===== config.mk =====
export PLATFORM = sky130hd
export DESIGN_NAME = alarm_tone_generator
export DESIGN_NICKNAME = d
export VERILOG_FILES = /design/src/rtl/alarm_tone_generator.sv
export SDC_FILE = /design/constraint.sdc
export NUM_CORES = 1
export LEC_CHECK = 0
export CAP_MARGIN = 20
export CORE_AREA = 4 4 106 78
export CTS_CLUSTER_DIAMETER = 200
export DETAILED_ROUTE_END_ITERATION = 12
export DIE_AREA = 0 0 110 82
export GPL_ROUTABILITY_DRIVEN = 1
export PLACE_DENSITY = 0.8
export SLEW_MARGIN = 10
export SYNTH_ARGS = -nofsm -noshare
export SYNTH_HDL_FRONTEND = slang
export SYNTH_SLANG_ARGS = --single-unit
export TNS_END_PERCENT = 10

===== constraint.sdc =====
create_clock -name CLOCK_50 -period 3.85 [get_ports CLOCK_50]
set_clock_uncertainty 0.1 [all_clocks]
set_input_delay 0.77 -clock CLOCK_50 [delete_from_list [all_inputs] [get_ports CLOCK_50]]
set_output_delay 0.77 -clock CLOCK_50 [all_outputs]
set_load 0.02 [all_outputs]

===== src/rtl/alarm_tone_generator.sv =====
// Alarm beep generator: streams a gated square wave as signed PCM samples into
// the audio controller FIFO, one sample per accepted write, and flushes the FIFO on stop.
module alarm_tone_generator #(
    parameter logic [31:0] AMPLITUDE        = 32'h1000_0000,
    parameter int unsigned BEEP_ON_SAMPLES  = 12000,
    parameter int unsigned BEEP_OFF_SAMPLES = 12000
) (
    input  logic        CLOCK_50,
    input  logic        reset,
    input  logic        enable,
    input  logic [15:0] half_period,
    input  logic [1:0]  volume,
    input  logic        audio_out_allowed,
    output logic        write_audio_out,
    output logic [31:0] left_channel_audio_out,
    output logic [31:0] right_channel_audio_out,
    output logic        clear_audio_out_memory,
    output logic        beeping
);

    localparam int unsigned BEEP_MAX = (BEEP_ON_SAMPLES > BEEP_OFF_SAMPLES) ?
                                       BEEP_ON_SAMPLES : BEEP_OFF_SAMPLES;
    localparam int BEEP_W = ($clog2(BEEP_MAX + 1) > 14) ? $clog2(BEEP_MAX + 1) : 14;
    localparam logic [BEEP_W-1:0] ON_LAST  = BEEP_W'(BEEP_ON_SAMPLES - 1);
    localparam logic [BEEP_W-1:0] OFF_LAST = BEEP_W'(BEEP_OFF_SAMPLES - 1);

    typedef enum logic [1:0] {
        IDLE = 2'd0,
        TONE = 2'd1,
        GAP  = 2'd2
    } state_t;

    state_t            state, state_next;
    logic              polarity, polarity_next;
    logic [15:0]       hp, hp_next;
    logic [1:0]        vol, vol_next;
    logic [15:0]       phase_cnt, phase_next;
    logic [BEEP_W-1:0] beep_cnt, beep_next;
    logic              clear_q, clear_next;
    logic [31:0]       peak;
    logic [31:0]       sample;

    always_ff @(posedge CLOCK_50) begin
        if (reset) begin
            state     <= IDLE;
            polarity  <= 1'b1;
            hp        <= 16'd1;
            vol       <= 2'd0;
            phase_cnt <= '0;
            beep_cnt  <= '0;
            clear_q   <= 1'b0;
        end else begin
            state     <= state_next;
            polarity  <= polarity_next;
            hp        <= hp_next;
            vol       <= vol_next;
            phase_cnt <= phase_next;
            beep_cnt  <= beep_next;
            clear_q   <= clear_next;
        end
    end

    always_comb begin
        state_next      = state;
        polarity_next   = polarity;
        hp_next         = hp;
        vol_next        = vol;
        phase_next      = phase_cnt;
        beep_next       = beep_cnt;
        clear_next      = 1'b0;
        write_audio_out = (state != IDLE) && audio_out_allowed;

        // Dropping enable wins over every other transition and arms the flush.
        if (!enable) begin
            state_next = IDLE;
            clear_next = (state != IDLE);
            phase_next = '0;
            beep_next  = '0;
        end else begin
            unique case (state)
                IDLE: begin
                    state_next    = TONE;
                    hp_next       = (half_period == 16'd0) ? 16'd1 : half_period;
                    vol_next      = volume;
                    polarity_next = 1'b1;
                    phase_next    = '0;
                    beep_next     = '0;
                end
                TONE: begin
                    if (write_audio_out) begin
                        if (phase_cnt == hp - 16'd1) begin
                            phase_next    = '0;
                            polarity_next = ~polarity;
                        end else begin
                            phase_next = phase_cnt + 16'd1;
                        end
                        if (beep_cnt == ON_LAST) begin
                            state_next = GAP;
                            beep_next  = '0;
                        end else begin
                            beep_next = beep_cnt + 1'b1;
                        end
                    end
                end
                GAP: begin
                    if (write_audio_out) begin
                        if (beep_cnt == OFF_LAST) begin
                            // Re-entry to TONE re-latches the burst settings.
                            state_next    = TONE;
                            hp_next       = (half_period == 16'd0) ? 16'd1 : half_period;
                            vol_next      = volume;
                            polarity_next = 1'b1;
                            phase_next    = '0;
                            beep_next     = '0;
                        end else begin
                            beep_next = beep_cnt + 1'b1;
                        end
                    end
                end
                default: begin
                    state_next = IDLE;
                end
            endcase
        end
    end

    always_comb begin
        peak = AMPLITUDE >> (2'd3 - vol);
        if (state == TONE) begin
            sample = polarity ? peak : (32'd0 - peak);
        end else begin
            sample = 32'd0;
        end
    end

    assign left_channel_audio_out  = sample;
    assign right_channel_audio_out = sample;
    assign clear_audio_out_memory  = clear_q;
    assign beeping                 = (state == TONE);

endmodule


* After elaboration in Yosys (flattened, before gate mapping)
Index checks and enable logic that the tools add are counted.
** Word-level totals
- Latch bits :: 0
- ROM bits :: 0
- Flip-flop bits (word level) :: 52
- Memory bits (writable) :: 0
- Memories :: 0
- Output and inout bits :: 67
** Cells by class
- Shifts and indexed selects :: 1
- Bitwise logic cells :: 2
- Reduce and logical (&&, ||, !) cells :: 15
- Add/subtract/negate cells :: 5
- Equality and inequality tests :: 10
- Magnitude comparators :: 0
- Muxes and demuxes :: 27
- Divide/modulo/power cells :: 0
- Multipliers :: 0
** Operator list (number)
- two-way mux 16 bit :: 7
- two-way mux 32 bit :: 2
- case mux 16 bit (3 select lines) :: 1
- case mux 16 bit (2 select lines) :: 1
- >> shifter 29 x 2 -> 32 bit, first input constant :: 1
- subtractor 1 x 32 -> 32 bit, first input constant :: 1
- two-way mux 14 bit :: 2
- case mux 14 bit (2 select lines) :: 1
- adder 16 x 1 -> 16 bit, second input constant :: 1
- == test 16 bit :: 1
- zero test 16 bit :: 1
- subtractor 16 x 1 -> 16 bit, second input constant :: 1
- adder 14 x 1 -> 14 bit, second input constant :: 1
- == test 14 bit, second input constant :: 1
- two-way mux 2 bit :: 6
- AND reduction 4 bit :: 3
- != test 2 x 1 -> 1 bit, second input constant :: 3
- != test 2 bit, second input constant :: 3
- case mux 2 bit (3 select lines) :: 1
- AND reduction 6 bit :: 1
- nonzero test 2 bit :: 3
- OR reduction 2 bit :: 3
- two-way mux 1 bit :: 4
- case mux 2 bit (2 select lines) :: 1
- other kinds (9) :: 10

* Depth between registers and ports, before layout
Gate-level depths: netlist (run 1).
- Word-level depth :: 5
- Depth in mapped cells :: 11
- Mapped depth without buffers :: 10

* Worst setup path before layout (run 1)
Ideal clock, no wire load.
- Path kind :: register -> register
- From :: register hp[0]
- To :: register phase_cnt[0]
- Slack :: 1.149 ns
- Stages on the path, launching flop included :: 10
- Data arrival time :: 2.469 ns
- Buffers on the path :: 1
- Clock period less this slack :: 2.701 ns
- Setup time :: 0.132 ns
- Path through :: dfxtp_1 -> inv_1 -> ha_1 -> or4b_2 -> or2_2 -> a21oi_1 -> nand4_1 -> nor4_4 -> buf_6 -> nor3_1
** On the way
- Longest elaborated chain between the ends :: 5
** Ends and longest elaborated chain
- from (decl) :: line 35 : logic [15:0] hp, hp_next;
- from (signal assigned) :: line 55 : hp <= hp_next;
- subtractor 16 x 1 -> 16 bit :: line 91 : if (phase_cnt == hp - 16'd1) begin
- == test 16 bit :: line 91
- two-way mux 16 bit :: line 91
- two-way mux 16 bit :: line 90 : if (write_audio_out) begin
- case mux 16 bit (3 select lines) :: line 80 : unique case (state)
- to (signal assigned) :: line 57 : phase_cnt <= phase_next;
- to (decl) :: line 37 : logic [15:0] phase_cnt, phase_next;
Every way passes these cells. The select of a mux whose other input is x is not followed.
A chain may end at the register's enable or synchronous reset.

* Worst setup path in the final report (run 1)
- From :: register hp[0]
- To :: register polarity
** On the way
- Longest elaborated chain between the ends :: 4
** Ends and longest elaborated chain
- subtractor 16 x 1 -> 16 bit :: line 91
- == test 16 bit :: line 91
- != test 2 x 1 -> 1 bit (no line)
- AND reduction 6 bit (no line)
- to (signal assigned) :: line 54 : polarity <= polarity_next;
- to (decl) :: line 34 : logic polarity, polarity_next;
Every way passes these cells.

==> metrics, run 1 <==
DR DRC count 0; CORE AREA ~7000 um2; Final setup viols 0; clk sinks 52; Detail Placement HPWL slightly above 6 mm; post-route cell area 3890 um2; Placer Congestion about 0.9; worst vdd ir between 100 and 150 uV; RSZ-0062 raised after global routing no; synth unique cells 61; Nets 491; min Tclk post-route 3.14 ns; Power Density between 300 and 400 nW/um2; final WL between 8 and 9 mm; status finished, final reports clean; flops & latches, synth between 50 and 60; Min Hold Slack just under 0.4 ns; vias in the first global route 2729; Worst EP arrival 3.28 ns; worst slack, placed 0.615 ns; cell area after synthesis roughly 3600 um2; most frequent cells in the layout 52 x dfxtp_1, 50 x conb_1, 41 x nor2_1, 38 x clkdlybuf4s50_1, 29 x nor3_1; ANT cells 0; Clk Tree Root Cell clkbuf_8; Global Route Usage Sum 0.179; Initial Util 0.496; Antenna Nets Post-Route 0; Syn. warnings 0; Clock transition at path regs approximately 0.090 ns; via count slightly above 3000; Main synth FF type dfxtp_1; f_max between 300 and 400 MHz; IO Port Bufs 38; crit end category flop; Rows 26; IO Pins a little under 90; Startpoint Class flop; synthesis-to-layout area growth 9.12%; critical path type flop to flop; Max-slew headroom 0.583; H-tree Lvls 2; total global routing overflow 0; Die Wd 110 um; P_leak 1.56 nW; Post-CTS Setup Bufs 0; post_cts resized 0; hold violation count in the final report 0; min-delay worst type flop to flop; combinational family with the most area after synthesis simple AND/OR/NAND/NOR gates; Critical Path Fanout Max 9; CTS tree built; Critical Path RT ~4 ns; Die Footprint 9020 um2; post-synthesis simple-gate area fraction 0.268; clk buf depth 2; initial antenna violation count 0; share of cells above drive strength 1 0.0671; mux share of post-synthesis cell area 0.0593; Slew @ Worst Pin about 0.62 ns; Post-Synth Adder-Cell Area 0.0281; CTS Buf Count 5; largest net degree at the start of global routing 23; routed wire length per instance about 14 um; compound-gate portion of the synthesized area 0.112; Post-Layout Cell Count 560; global-route wire length before repair approximately 13 mm; period utilization 0.815; Final WS setup ~0.7 ns; EDFF count, synth 0; setup TNS 0 ns; count of pins over their slew limit 0; sequential share of the synthesized area 0.292; Post-DP Area approximately 3800 um2; Pre-Repair DR Iteration Count 5; initial drt markers 180; commonest non-fill, non-tap cell in the layout dfxtp_1; Post-Synthesis Cells 434; ys async rst share 0; Clock Latency Late Sink roughly 0.31 ns; max_cap viols 0; Hold Buf Count CTS 0; Post-Synth XOR/XNOR Area 0.0800; Synth Area per Inst roughly 8 um2; Die H 82 um; drt via density ~5.4; DP Cell Count about 550
-- cells in the mapped netlist, types with 8 or more instances --
master | count | area [um2]
a21oi_1 | 25 | 125
nand3_1 | 13 | 65.1
buf_4 | 58 | 435
nor3_1 | 29 | 145
nand2_1 | 20 | 75.1
inv_1 | 14 | 52.6
dfxtp_1 | 52 | 1040
o21ai_0 | 11 | 55.1
xor2_1 | 16 | 140
nor2_1 | 41 | 154
nand4_1 | 13 | 81.3
mux2i_1 | 20 | 200
xnor2_1 | 14 | 123
clkbuf_1 | 9 | 33.8
ha_1 | 8 | 100
-- report_power, final --
part           total (W)  switching [W]  internal [W]
sequential      0.000574      0.0000225      0.000552
clock           0.000379       0.000185      0.000193
combinational   0.000241       0.000146     0.0000952
total            0.00119       0.000354      0.000840
-- sequential cells by signal, summed over array words and instances (netlist names) --
name,flops
clear_audio_out_memory,1
phase_cnt,16
polarity,1
hp,16
vol,2
state,2
beep_cnt,14
-- logic make-up after synthesis --
family                     count (synthesis)
buffers and inverters                     87
adders and majority gates                  8
and+or+nand+nor                          169
muxes                                     21
xor gates and xnor gates                  31
other                                      1
DFF                                       52
AOI/OAI and AO/OA                         65
-- worst max-delay path: stages, from the launching register on --
cell and delay, ns:
dfxtp_1 0.38, inv_1 0.08, ha_1 0.23, or4b_2 0.64, or2_2 0.29, a21oi_1 0.15
nand4_1 0.17, nor4_4 0.55, buf_4 0.27, mux2i_1 0.20
-- metal layers --
| layer | vias up | share of wire | GRT usage |
|---|---|---|---|
| met3 | 11 | 0.075 | 0.0346 |
| li1 | 1480 | - | - |
| met1 | 1424 | 0.47 | 0.249 |
| met4 | 0 | 0.011 | 0.0473 |
| met5 | - | 0 | 0 |
| met2 | 115 | 0.44 | 0.283 |
-- stage by stage --
| step | utilization | power, W |
|---|---|---|
| floorplan | - | 0.000800 |
| global placement | 0.526 | 0.000818 |
| detailed placement | 0.526 | 0.000825 |
| CTS | 0.541 | 0.00120 |
| global route | 0.541 | 0.00125 |
| finish | 0.541 | 0.00119 |
-- area by class of cell --
cell class | instances | area, um2
Clock buffer | 6 | 72.6
Clock inverter | 2 | 35.0
Fill cell | 690 | 3300
Inverter | 14 | 52.6
Multi-Input combinational cell | 344 | 2140
Sequential cell | 52 | 1040
Tap cell | 98 | 123
Timing Repair Buffer | 44 | 425
-- path summary, 6_finish.rpt --
| kind | startpoint | end | slack, ns | cells after the start |
|---|---|---|---|---|
| max | hp[0] | polarity | 0.71 | 9 |
| min | beep_cnt[13] | beep_cnt[13] | 0.39 | 2 |
| max reg2reg | hp[0] | polarity | 0.71 | 9 |
| min reg2reg | beep_cnt[13] | beep_cnt[13] | 0.39 | 2 |
No activity file was read; power rests on OpenSTA's default activity.
==> run 2: changes to the inputs <==
==> constraint.sdc (replaced) <==
create_clock -name CLOCK_50 -period 3.2 [get_ports CLOCK_50]
set_clock_uncertainty 0.1 [all_clocks]
set_input_delay 0.64 -clock CLOCK_50 [delete_from_list [all_inputs] [get_ports CLOCK_50]]
set_output_delay 0.64 -clock CLOCK_50 [all_outputs]
set_load 0.02 [all_outputs]
==> run 2 against run 1 <==
Clock power hardly changed. Via count is 0.56% lower. Global-route usage hardly changed. Combinational power is 20% higher. Register-to-register slack worse by 0.34 ns.
==> metrics, run 2 (synthesis results as in run 1) <==
fillers 656 (was 690); Clock transition at path regs 0.09 ns (about the same); post_cts resized 0 (unchanged); hold_sp beep_cnt[13] (unchanged); Die Footprint 9020 um2 (unchanged); Detail Placement HPWL 6.15 mm (was 6.12 mm); Power Density 351 nW/um2 (was 307 nW/um2); vias in the first global route 2723 (was 2729); min Tclk post-route between 2 and 3 ns; RSZ-0062 raised after global routing no (unchanged); DR DRC count 0 (unchanged); Hold Buf Count CTS 0 (unchanged); max_cap viols 0 (unchanged); Clock Latency Late Sink 0.30 ns (was 0.31 ns); worst path cell trace or2_2 > ha_1 > nand2_1 > a21oi_1 > clkdlybuf4s50_1 (was inv_1 > ha_1 > or4b_2 > or2_2 > a21oi_1 > nand4_1 > nor4_4 > buf_4 > mux2i_1); synthesis-to-layout area growth 8.63% (was 9.12%); CTS Buf Count 5 (unchanged); CTS tree built (unchanged); Startpoint Class flop (unchanged); Die Wd 110 um (unchanged); Rows 26 (unchanged); initial drt markers 250 (was 180); Clk Tree Root Cell clkbuf_8 (unchanged); final WL 8.13 mm (was 8.01 mm); post-route cell area 3870 um2 (was 3890 um2); clk buf depth 2 (unchanged); routed wire length per instance 14.5 um (was 14.3 um); largest net degree at the start of global routing 22 (was 23); Pre-Repair DR Iteration Count 4 (was 5); Worst EP arrival 2.17 ns (was 3.28 ns); setup TNS 0 ns (unchanged); hold violation count in the final report 0 (unchanged); worst vdd ir 161 uV (was 140 uV); global-route wire length before repair 13.0 mm (about the same); ANT cells 0 (unchanged); clk sinks 52 (unchanged); IO Port Bufs 38 (unchanged); Crit-path slowest cell clkdlybuf4s50_1 (was or4b_2); Slew @ Worst Pin 0.591 ns (was 0.625 ns); R2R Path End phase_cnt[15] (was polarity); Max-slew headroom 0.606 (was 0.583); count of pins over their slew limit 0 (unchanged); Critical Path RT 2.46 ns (was 3.99 ns); Global Route Usage Sum 0.179 (about the same); Post-CTS Setup Bufs 0 (unchanged); Critical Path Fanout Max 5 (was 9); Final setup viols 0 (unchanged); drt via density 5.38 (was 5.41); min-delay worst type flop to flop (unchanged); IO Pins 89 (unchanged); P_leak 1.55 nW (was 1.56 nW); CORE AREA 7190 um2 (unchanged); share of cells above drive strength 1 0.0649 (was 0.0671); Die H 82 um (unchanged); WHS Path Cells 2 (unchanged); slowest cell delay on critical path 0.65 ns (was 0.64 ns); Post-DP Area 3780 um2 (unchanged); via count 3013 (was 3030); commonest non-fill, non-tap cell in the layout dfxtp_1 (unchanged); total global routing overflow 0 (unchanged); Nets 491 (unchanged); H-tree Lvls 2 (unchanged); status finished, final reports clean (unchanged); Initial Util 0.496 (unchanged); f_max 343 MHz; Antenna Nets Post-Route 0 (unchanged); biggest regs hp (16), phase_cnt (16), beep_cnt (14) (unchanged); critical path type flop to output port (was flop to flop); initial antenna violation count 0 (unchanged); period utilization 0.910; Placer Congestion 0.905 (was 0.890); R2R depth 9 (unchanged); Final Util 0.539 (was 0.541); most frequent cells in the layout 52 x dfxtp_1, 50 x conb_1, 41 x nor2_1, 38 x clkdlybuf4s50_1, 29 x nor3_1 (unchanged); Min Hold Slack 0.393 ns (was 0.391 ns); r2r setup slk 0.37 ns (was 0.71 ns); Hold Path End beep_cnt[13] (unchanged); Critical R2R Launch hp[0] (unchanged); crit end category output port (was flop)
-- run 2: changes by cell type in the layout (fill, tap and decap cells not counted) --
| cell | delta |
|---|---|
| bufinv_16 | -1 |
| clkbuf_1 | +1 |
| clkinv_2 | -1 |
| clkbuf_8 | +1 |
-- run 2: critical path, delay by kind of cell, from the launching register on --
family / cells / cell delay, ns
AO/OA/AOI/OAI: 1 / 0.19
adder cells (fa/ha/maj): 1 / 0.29
buffers and inverters: 1 / 0.65
flip-flops: 1 / 0.36
AND/OR/NAND/NOR: 2 / 0.38
-- run 2: worst max-delay path by stage --
stage | start | to
after floorplan | hp[0] | phase_cnt[0]
after global placement | audio_out_allowed | phase_cnt[11]
after detailed placement | audio_out_allowed | phase_cnt[15]
after CTS | vol[0] | left_channel_audio_out[26]
after global routing | state[1] | right_channel_audio_out[28]
final | vol[0] | left_channel_audio_out[26]
-- run 2: layer usage --
| metal | part of all wire | GRT usage | up-vias |
|---|---|---|---|
| li1 | - | - | 1485 |
| met3 | 0.058 | 0.0259 | 7 |
| met2 | 0.45 | 0.285 | 109 |
| met5 | 0 | 0 | - |
| met1 | 0.48 | 0.254 | 1412 |
| met4 | 0.0077 | 0.0436 | 0 |
-- run 2: where the power goes --
part / internal (W) / switching [W] / total, W
registers: 0.000664 / 0.0000277 / 0.000691
clock network: 0.000177 / 0.000204 / 0.000381
logic: 0.000115 / 0.000175 / 0.000290
total: 0.000955 / 0.000407 / 0.00136
-- run 2: cell type report --
type                    instances  area (um2)  share of cell area
well taps                      98         123              0.0316
repair buffers                 44         425               0.110
clock buffers                   8        90.1              0.0232
flip-flops and latches         52        1040               0.269
multi-input cells             344        2140               0.553
inverters                      14        52.6              0.0136
-- run 2: per-stage QoR --
step	std cells	setup WS (ns)	total power, W
floorplan	483	0.499	0.000962
global placement	552	0.438	0.000984
detailed placement	552	0.332	0.000992
CTS	560	0.280	0.00137
global route	560	0.191	0.00143
finish	560	0.287	0.00136
